==> config.mk <==
export PLATFORM = sky130hd
export DESIGN_NAME = alu_seq_flat
export DESIGN_NICKNAME = d
export VERILOG_FILES = /design/src/rtl/alu_seq_pkg.sv /design/src/rtl/alu_seq_if.sv /design/src/rtl/alu_seq_iter.sv /design/src/rtl/alu_seq.sv /design/src/flat_wrapper.sv
export SDC_FILE = /design/constraint.sdc
export NUM_CORES = 1
export LEC_CHECK = 0
export CAP_MARGIN = 20
export CORE_MARGIN = 2
export CORE_UTILIZATION = 35
export CTS_CLUSTER_SIZE = 10
export DETAILED_ROUTE_END_ITERATION = 7
export DONT_BUFFER_PORTS = 1
export MAX_ROUTING_LAYER = met4
export SLEW_MARGIN = 25
export SYNTH_ARGS = -nofsm -noshare
export SYNTH_HDL_FRONTEND = slang
export SYNTH_SLANG_ARGS = --single-unit
==> constraint.sdc <==
create_clock -name clk -period 4.45 [get_ports clk]
set_input_delay 1.1125 -clock clk [delete_from_list [all_inputs] [get_ports clk]]
set_output_delay 1.1125 -clock clk [all_outputs]
set_load 0.01 [all_outputs]
==> src/rtl/alu_seq_pkg.sv <==
`default_nettype none
// ============================================================================
// Module      : alu_seq_pkg
// Description : Shared opcodes, FSM state encoding and default widths for
//               the sequential ALU. Optional divider: ALU_DIV_EN.
// Revision    : 1.0 - initial release
// ============================================================================
package alu_seq_pkg;

  localparam int DEF_REG_WIDTH = 12;
  localparam int DEF_OP_WIDTH  = 4;

  localparam logic [DEF_OP_WIDTH-1:0] OP_PASS_B = 4'd0;
  localparam logic [DEF_OP_WIDTH-1:0] OP_ADD    = 4'd1;
  localparam logic [DEF_OP_WIDTH-1:0] OP_SUB    = 4'd2;
  localparam logic [DEF_OP_WIDTH-1:0] OP_INC    = 4'd3;
  localparam logic [DEF_OP_WIDTH-1:0] OP_DEC    = 4'd4;
  localparam logic [DEF_OP_WIDTH-1:0] OP_AND    = 4'd5;
  localparam logic [DEF_OP_WIDTH-1:0] OP_CLR    = 4'd6;
  localparam logic [DEF_OP_WIDTH-1:0] OP_MUL    = 4'd7;
  localparam logic [DEF_OP_WIDTH-1:0] OP_DIV    = 4'd8;

  typedef enum logic [1:0] {
    ST_IDLE = 2'd0,
    ST_MUL  = 2'd1,
    ST_DIV  = 2'd2,
    ST_DONE = 2'd3
  } state_e;

endpackage
`default_nettype wire

==> src/rtl/alu_seq_if.sv <==
`default_nettype none
// ============================================================================
// Module      : alu_seq_if
// Description : Request/result bundle between control unit, accumulator and
//               the sequential ALU.
// Revision    : 1.0 - initial release
// ============================================================================
interface alu_seq_if #(
  parameter int REG_WIDTH = 12,
  parameter int OP_WIDTH  = 4
) ();

  logic                 start;
  logic [OP_WIDTH-1:0]  op;
  logic [REG_WIDTH-1:0] a_in;
  logic [REG_WIDTH-1:0] b_in;
  logic [REG_WIDTH-1:0] result;
  logic                 ac_write_en;
  logic                 busy;
  logic                 done;

  // Requesting side (control unit / accumulator / bus)
  modport master (
    output start, op, a_in, b_in,
    input  result, ac_write_en, busy, done
  );

  // ALU side
  modport slave (
    input  start, op, a_in, b_in,
    output result, ac_write_en, busy, done
  );

endinterface
`default_nettype wire

==> src/rtl/alu_seq_iter.sv <==
`default_nettype none
// ============================================================================
// Module      : alu_seq_iter
// Description : Bit-serial datapath shared by MUL (MSB-first shift-add) and,
//               when ALU_DIV_EN is defined, DIV (restoring shift-subtract).
//               Both consume the working shift register MSB-first.
// Revision    : 1.0 - initial release
// ============================================================================
module alu_seq_iter
  import alu_seq_pkg::*;
#(
  parameter int REG_WIDTH = DEF_REG_WIDTH
) (
  input  wire logic                 clk,
  input  wire logic                 reset,
  input  wire logic                 load_i,
`ifdef ALU_DIV_EN
  input  wire logic                 div_i,
`endif
  input  wire logic                 step_i,
  input  wire logic [REG_WIDTH-1:0] a_i,
  input  wire logic [REG_WIDTH-1:0] b_i,
  output logic                      last_o,
  output logic [REG_WIDTH-1:0]      res_o
);

  localparam int CNT_W = $clog2(REG_WIDTH);
  localparam logic [CNT_W-1:0] c_cnt_last = CNT_W'(REG_WIDTH - 1);
  localparam logic [CNT_W-1:0] c_cnt_one  = CNT_W'(1);

  logic [CNT_W-1:0]     cnt_q;
  logic [REG_WIDTH-1:0] acc_q, acc_d;   // partial product / remainder
  logic [REG_WIDTH-1:0] sh_q, sh_d;     // multiplier / dividend -> quotient
  logic [REG_WIDTH-1:0] opnd_q;         // multiplicand / divisor
`ifdef ALU_DIV_EN
  logic                 div_q;
  logic [REG_WIDTH:0]   w_rem_sh;
  logic [REG_WIDTH:0]   w_trial;
`endif

  assign last_o = (cnt_q == c_cnt_last);

  // One iteration step; res_o is the final value when last_o is high
  always_comb begin
    acc_d = {acc_q[REG_WIDTH-2:0], 1'b0} + (sh_q[REG_WIDTH-1] ? opnd_q : '0);
    sh_d  = {sh_q[REG_WIDTH-2:0], 1'b0};
    res_o = acc_d;
`ifdef ALU_DIV_EN
    w_rem_sh = {acc_q, sh_q[REG_WIDTH-1]};
    w_trial  = w_rem_sh - {1'b0, opnd_q};
    if (div_q) begin
      // Negative trial restores the shifted remainder; divide by zero never
      // goes negative, so the quotient fills with ones.
      if (!w_trial[REG_WIDTH]) begin
        acc_d = w_trial[REG_WIDTH-1:0];
        sh_d  = {sh_q[REG_WIDTH-2:0], 1'b1};
      end else begin
        acc_d = w_rem_sh[REG_WIDTH-1:0];
        sh_d  = {sh_q[REG_WIDTH-2:0], 1'b0};
      end
      res_o = sh_d;
    end
`endif
  end

  // Operand capture on accept, then one bit per clock while iterating
  always_ff @(posedge clk or posedge reset) begin
    if (reset) begin
      cnt_q  <= '0;
      acc_q  <= '0;
      sh_q   <= '0;
      opnd_q <= '0;
`ifdef ALU_DIV_EN
      div_q  <= 1'b0;
`endif
    end else if (load_i) begin
      cnt_q  <= '0;
      acc_q  <= '0;
`ifdef ALU_DIV_EN
      div_q  <= div_i;
      sh_q   <= div_i ? a_i : b_i;
      opnd_q <= div_i ? b_i : a_i;
`else
      sh_q   <= b_i;
      opnd_q <= a_i;
`endif
    end else if (step_i) begin
      cnt_q <= cnt_q + c_cnt_one;
      acc_q <= acc_d;
      sh_q  <= sh_d;
    end
  end

endmodule
`default_nettype wire

==> src/rtl/alu_seq.sv <==
`default_nettype none
// ============================================================================
// Module      : alu_seq
// Description : Multi-cycle ALU feeding the accumulator. Single-cycle ops
//               complete at the accept edge; MUL (and DIV when ALU_DIV_EN
//               is defined) run bit-serially for REG_WIDTH clocks.
// Revision    : 1.0 - initial release
// ============================================================================
module alu_seq
  import alu_seq_pkg::*;
#(
  parameter int REG_WIDTH = DEF_REG_WIDTH,
  parameter int OP_WIDTH  = DEF_OP_WIDTH
) (
  input wire logic  clk,
  input wire logic  reset,
  alu_seq_if.slave  bus
);

  state_e               state_q, state_d;
  logic [REG_WIDTH-1:0] result_q;
  logic [REG_WIDTH-1:0] w_single_res;
  logic [REG_WIDTH-1:0] w_iter_res;
  logic [OP_WIDTH-1:0]  w_op;
  logic                 w_accept, w_is_mul, w_is_div, w_iter_op;
  logic                 w_iter_last, w_iterating;

  localparam logic [REG_WIDTH-1:0] c_one = REG_WIDTH'(1);

  assign w_op        = bus.op;
  assign w_accept    = (state_q == ST_IDLE) && bus.start;
  assign w_is_mul    = (w_op == OP_MUL);
`ifdef ALU_DIV_EN
  assign w_is_div    = (w_op == OP_DIV);
`else
  assign w_is_div    = 1'b0;
`endif
  assign w_iter_op   = w_is_mul || w_is_div;
  assign w_iterating = (state_q == ST_MUL) || (state_q == ST_DIV);

  alu_seq_iter #(
    .REG_WIDTH (REG_WIDTH)
  ) u_iter (
    .clk    (clk),
    .reset  (reset),
    .load_i (w_accept && w_iter_op),
`ifdef ALU_DIV_EN
    .div_i  (w_is_div),
`endif
    .step_i (w_iterating),
    .a_i    (bus.a_in),
    .b_i    (bus.b_in),
    .last_o (w_iter_last),
    .res_o  (w_iter_res)
  );

  // State register
  always_ff @(posedge clk or posedge reset) begin
    if (reset) state_q <= ST_IDLE;
    else       state_q <= state_d;
  end

  // Next state: start only matters in IDLE, DONE always lasts one cycle
  always_comb begin
    state_d = state_q;
    case (state_q)
      ST_IDLE: begin
        if (bus.start) begin
          if (w_is_mul)      state_d = ST_MUL;
          else if (w_is_div) state_d = ST_DIV;
          else               state_d = ST_DONE;
        end
      end
      ST_MUL, ST_DIV: if (w_iter_last) state_d = ST_DONE;
      ST_DONE:        state_d = ST_IDLE;
      default:        state_d = ST_IDLE;
    endcase
  end

  // Single-cycle results from the live operands at the accept edge;
  // unknown opcodes return A so the accumulator keeps its value
  always_comb begin
    w_single_res = bus.a_in;
    case (w_op)
      OP_PASS_B: w_single_res = bus.b_in;
      OP_ADD:    w_single_res = bus.a_in + bus.b_in;
      OP_SUB:    w_single_res = bus.a_in - bus.b_in;
      OP_INC:    w_single_res = bus.a_in + c_one;
      OP_DEC:    w_single_res = bus.a_in - c_one;
      OP_AND:    w_single_res = bus.a_in & bus.b_in;
      OP_CLR:    w_single_res = '0;
      default:   w_single_res = bus.a_in;
    endcase
  end

  // Result only updates on completion, so partial products never leak out
  always_ff @(posedge clk or posedge reset) begin
    if (reset)                           result_q <= '0;
    else if (w_accept && !w_iter_op)     result_q <= w_single_res;
    else if (w_iterating && w_iter_last) result_q <= w_iter_res;
  end

  assign bus.result      = result_q;
  assign bus.done        = (state_q == ST_DONE);
  assign bus.ac_write_en = (state_q == ST_DONE);
  assign bus.busy        = (state_q != ST_IDLE);

endmodule
`default_nettype wire

==> src/flat_wrapper.sv <==
// flat-port wrapper written by rule: the top's interface ports become plain ports
module alu_seq_flat import alu_seq_pkg::*;
#(
  parameter int REG_WIDTH = DEF_REG_WIDTH,
  parameter int OP_WIDTH  = DEF_OP_WIDTH
)
  (clk, reset, bus_start, bus_op, bus_a_in, bus_b_in, bus_result, bus_ac_write_en, bus_busy, bus_done);
  alu_seq_if #(.REG_WIDTH(REG_WIDTH), .OP_WIDTH(OP_WIDTH)) bus_i ();
  input wire logic clk;
  input wire logic reset;
  input wire logic [$bits(bus_i.start)-1:0] bus_start;
  input wire logic [$bits(bus_i.op)-1:0] bus_op;
  input wire logic [$bits(bus_i.a_in)-1:0] bus_a_in;
  input wire logic [$bits(bus_i.b_in)-1:0] bus_b_in;
  output wire logic [$bits(bus_i.result)-1:0] bus_result;
  output wire logic [$bits(bus_i.ac_write_en)-1:0] bus_ac_write_en;
  output wire logic [$bits(bus_i.busy)-1:0] bus_busy;
  output wire logic [$bits(bus_i.done)-1:0] bus_done;
  assign bus_i.start = bus_start;
  assign bus_i.op = bus_op;
  assign bus_i.a_in = bus_a_in;
  assign bus_i.b_in = bus_b_in;
  assign bus_result = bus_i.result;
  assign bus_ac_write_en = bus_i.ac_write_en;
  assign bus_busy = bus_i.busy;
  assign bus_done = bus_i.done;
  alu_seq #(.REG_WIDTH(REG_WIDTH), .OP_WIDTH(OP_WIDTH)) u_core (.clk(clk), .reset(reset), .bus(bus_i));
endmodule
# [Yosys cells after proc, flatten, opt, wreduce, memory -nomap -nowiden]
# Index checks and enable logic that the tools add are counted.
[totals] reg_bits=53 inputBits=31 output_inout_bits=15 wordCells=53
[op_classes] addsub=6 eq_ne=13 muxes=14 bitwise=1 n_reduce_logical=13
[op_table] cell="$pmux W12 S7" count=1
[op_table] cell="$mux W12" count=5
[op_table] cell="$add A12 B12 Y12" count=2
[op_table] cell="$mux W11" count=2
[op_table] cell="$eq A4 B3 Y1 const B" count=4
[op_table] cell="$add A12 B1 Y12 const B" count=1
[op_table] cell="$and A12 B12 Y12" count=1
[op_table] cell="$sub A12 B1 Y12 const B" count=1
[op_table] cell="$sub A12 B12 Y12" count=1
[op_table] cell="$eq A4 B2 Y1 const B" count=2
[op_table] cell="$mux W4" count=2
[op_table] cell="$mux W2" count=3
[op_table] cell="$pmux W2 S3" count=1
[op_table] cell="$reduce_bool A2 Y1" count=3
[op_table] cell="$add A4 B1 Y4 const B" count=1
[op_table] cell="$eq A2 B2 Y1 const B" count=2
[op_table] cell="$eq A4 B1 Y1 const B" count=1
[op_table] cell="$eq A4 B4 Y1 const B" count=1
[op_table] cell="$logic_and A1 B1 Y1" count=4
[op_table] cell="$logic_not A4 Y1" count=1
[op_table] cell="$eq A2 B1 Y1 const B" count=1
[op_table] cell="$logic_not A2 Y1" count=1
[op_table] cell="$ne A2 B1 Y1 const B" count=1
[op_table] cell="$ne A2 B2 Y1 const B" count=1
[op_table] cell="other kinds (4)" count=4

# [Longest topological paths before layout]
[logic_depth] ltp_word=5 ltp_mapped=15 mapped_depth_nobuf=14

# [Hierarchy]
# Synthesis repeated with hierarchy kept, for this count alone.
[hier_totals] hier_cells=482 area_unflattened_um2=4212.8
[by_module_without_submodules] mod="alu_seq_iter" instances=1 cells_each=210 area_each_um2=2250.9 seq_area_each_um2=975.9
[by_module_without_submodules] mod="alu_seq" instances=1 cells_each=272 area_each_um2=1961.9 seq_area_each_um2=350.3

# [Least setup slack after synthesis]
# Ideal clock, no wire load.
[synth_timing] path_type="input port to flip-flop" start="in bus_b_in[0]" end="reg u_core.result_q[11] (netlist: u_core.bus.result[11])" setup_time_ns=0.120 arrival_ns=4.122 required_time_ns=4.330 setup_slack_ns=0.208 cell_stages=13 path_buffers=0 path_cell_list="inv_1 -> ha_1 -> or3b_2 -> nor3_1 -> nor2_1 -> nand2_1 -> o211ai_1 -> ha_1 -> or4_4 -> o211a_1 -> o41a_1 -> or4_1 -> and3b_1"
[synth_via] elab_chain_len=3 elab_cells_between_ends=4 cone_classes="add/sub (2); mux (2)"
[synth_rtl] item="start: declaration" line="flat_wrapper.sv:14" source="input wire logic [$bits(bus_i.b_in)-1:0] bus_b_in;"
[synth_rtl] item="$sub A12 B12 Y12 / $add A12 B12 Y12 (equally long branches)" line="alu_seq.sv:87, alu_seq.sv:86"
[synth_rtl] item="$pmux W12 S7 (*)" line="alu_seq.sv:84" source="case (w_op)"
[synth_rtl] item="$mux W12 (*)" line="alu_seq.sv:99" source="else if (w_accept && !w_iter_op) result_q <= w_single_res;"
[synth_rtl] item="end signal: assignment" line="alu_seq.sv:99"
[synth_rtl] item="end signal: assignment" line="alu_seq.sv:100" source="else if (w_iterating && w_iter_last) result_q <= w_iter_res;"
[synth_rtl] item="end: declaration" line="alu_seq.sv:21" source="logic [REG_WIDTH-1:0] result_q;"
# Every way passes the cells marked *; elsewhere a longest branch is shown, timed or not.
# A chain may end at the register's enable or synchronous reset.

# [Worst setup path after layout]
# Ends and elaborated chain as after synthesis.

==> qor.csv <==
metric,value,unit
filler instances,1169,
FF/Latch Area,1330,um^2
top-count cell post-synth,nor2_1,
Total Wirelength,11900,um
initial antenna violation count,0,
Worst-path clk slew,0.07,ns
Post-synth EDFFs,0,
Die H,113,um
RSZ-0062 raised after global routing,false,
CTS Buf Count,5,
Post-route DRC,0,
post-layout minimum cycle time,3.97,ns
"antenna viol nets, final",0,
# rows,39,
pre-CTS setup slack,0.184,ns
final setup violating endpoints,0,
Worst Setup Start Kind,primary input,
pin count of the biggest net entering global routing,51,
Vias/cell,5.85,
Post-CTS Hold Fix Bufs,0,
Post-synth top cells,"nor2_1 (54), dfrtp_1 (53), nand2_1 (48)",
Peak Freq,252,MHz
synthesized instance count,501,
vias in the first global route,3541,
Area Growth Syn to Fin,7.21,%
Fin Setup TNS,0,ns
Power Total,0.00214,W
outcome,finished clean,
Post-CTS Resized,0,
core area,11600,um^2
Detailed Place HPWL,9140,um
Reg-to-Reg End,u_core.bus.result[11],
Leak Pwr,1.95,nW
full die area,12800,um^2
Reg2Reg Setup Slack,1.64,ns
worst r2r src,u_core.u_iter.sh_q[11],
Vias,3681,
Yosys top cell area share,0.317,
first-pass GRT wire length,19600,um
layout cell share with drive strength beyond 1,0.103,
post-synth design cell area,4180,um^2
Yosys warnings,0,
critical path type,in2reg,
Yosys reg bits,53,
dominant cells by area after synthesis,"dfrtp_1 (32%), ha_1 (7.8%), mux2i_1 (5.0%), nor2_1 (4.8%), nand2_1 (4.3%)",
prevailing post-synth register cell,dfrtp_1,
footprint of the multi-input gates,2650,um^2
syn_nets,560,
Mapped Avg Cell Area,8.35,um^2
Hold Crit Class,reg2reg,
pwr dens,477,nW/um^2
Overflow after GRT,0,
Util after Layout,0.388,
worst-path maximum fanout,5,
starting density of the core,0.362,
max-slew violation count,0,
number of buffers added on ports,0,
Worst Reg2Reg Path Length in Cells,10,
Critical Path Start,bus_b_in[0],
clock sinks,53,
Global Route Usage Sum,0.198,
worst setup margin,0.475,ns
"Distinct cells, synth",63,
"area leader, netlist",dfrtp_1,
Ports,46,
Longest Clk Path Bufs,2,
CTS H-Tree Depth,2,
clk root buf,clkbuf_16,
CP endpoint,u_core.bus.result[11],
TritonRoute pass-1 iters,5,
Final GP Congestion,0.887,
WP data required,4.63,ns
CP arrival,4.15,ns
MaxCap Viol Count,0,
worst-margin pin slew,0.839,ns
Placed Area,4320,um^2
CTS tree,built,
Crit. End Element,register,
fin crit share,0.893,
Final nets,545,
peak supply drop,168,uV
Final Cell Area,4480,um^2
sequential fraction of the synthesis area,0.317,
clk_skew,0.00962,ns
Rel. slew slack,0.439,
DR iter-0 viols,319,
Routed wire per std cell,19.0,um
Die Span X,113,um
Antenna diodes,0,
Hold Fails Final Rpt,0,
ys async rst share,1.00,
"Setup Fix Bufs, Post-CTS",0,
"Clk Latency, worst-skew pair",0.29,ns
worst min path at each step:
stage,depth (start not counted),start,to
after global routing,1,u_core.u_iter.opnd_q[7],u_core.u_iter.opnd_q[7]
after global placement,1,u_core.u_iter.opnd_q[10],u_core.u_iter.opnd_q[10]
final,1,u_core.u_iter.opnd_q[7],u_core.u_iter.opnd_q[7]
after floorplan,1,u_core.u_iter.opnd_q[10],u_core.u_iter.opnd_q[10]
after CTS,1,u_core.u_iter.opnd_q[4],u_core.u_iter.opnd_q[4]
after detailed placement,1,u_core.u_iter.opnd_q[4],u_core.u_iter.opnd_q[4]
flip-flops by register name (all words and copies together), names as in the netlist:
name	flops
u_core.bus.result	12
u_core.state_q	2
u_core.u_iter.opnd_q	12
u_core.u_iter.cnt_q	4
u_core.u_iter.sh_q	12
u_core.u_iter.acc_q	11
placed cells by master, fill, tap and decap left out, types with 3 or more instances in the layout:
master,instances
a211oi_1,7
a21o_1,4
xnor2_1,8
o21ai_0,34
clkbuf_16,5
dfrtp_1,53
or3b_2,3
a21boi_0,3
a22oi_1,4
nor2_1,53
o21a_1,5
o21bai_1,8
nor3_1,7
o211ai_1,12
nand2_1,48
inv_1,19
mux2_2,13
mux2i_1,21
nand3_1,16
and2_1,10
o22ai_1,4
nor2b_1,6
xor2_1,5
nand2b_1,5
nor3b_1,3
a21oi_1,31
ha_1,26
a222oi_1,3
a31oi_1,10
buf_4,12
metrics by stage:
| step | instances | hold slack [ns] |
|---|---|---|
| after detailed placement | 622 | 0.489 |
| after global routing | 629 | 0.507 |
| after CTS | 629 | 0.502 |
| after global placement | 622 | 0.484 |
| final | 629 | 0.499 |
| after floorplan | 501 | 0.473 |
final cells by class:
cell class                      count  area share
Multi-Input combinational cell    394       0.592
Sequential cell                    53       0.296
Tap cell                          143      0.0399
Clock buffer                        5      0.0279
Timing Repair Buffer               12      0.0201
Inverter                           20      0.0167
Clock inverter                      2     0.00781
kinds of logic after synthesis:
family                     count (synthesis)  synth area share
AOI/OAI and AO/OA                        146             0.230
muxes                                     34            0.0853
and+or+nand+nor                          173             0.202
adders and majority gates                 28            0.0873
DFF                                       53             0.317
xor gates and xnor gates                  13            0.0272
buffers and inverters                     54            0.0518
metal layers:
| metal | up-vias | wire length, um | GRT usage |
|---|---|---|---|
| met5 | - | 0 | - |
| met4 | 0 | 229 | 0.0480 |
| met3 | 20 | 939 | 0.0434 |
| met2 | 124 | 5350 | 0.303 |
| met1 | 1768 | 5420 | 0.269 |
| li1 | 1769 | - | - |
critical path: stages:
cell and delay, ns:
inv_1 0.06, ha_1 0.19, or3b_2 0.49, nor3_1 0.21
nor2_1 0.07, nand2_1 0.07, o211ai_1 0.09, ha_1 0.24
or4_4 0.42, o211a_1 0.26, o41a_1 0.39, or4_1 0.39
and3b_1 0.17
power breakdown:
| part | switching (W) | internal (W) |
|---|---|---|
| combinational | 0.000477 | 0.000406 |
| clock | 0.000165 | 0.000261 |
| sequential | 0.000164 | 0.000664 |
Power figures use the tool's default switching activity.
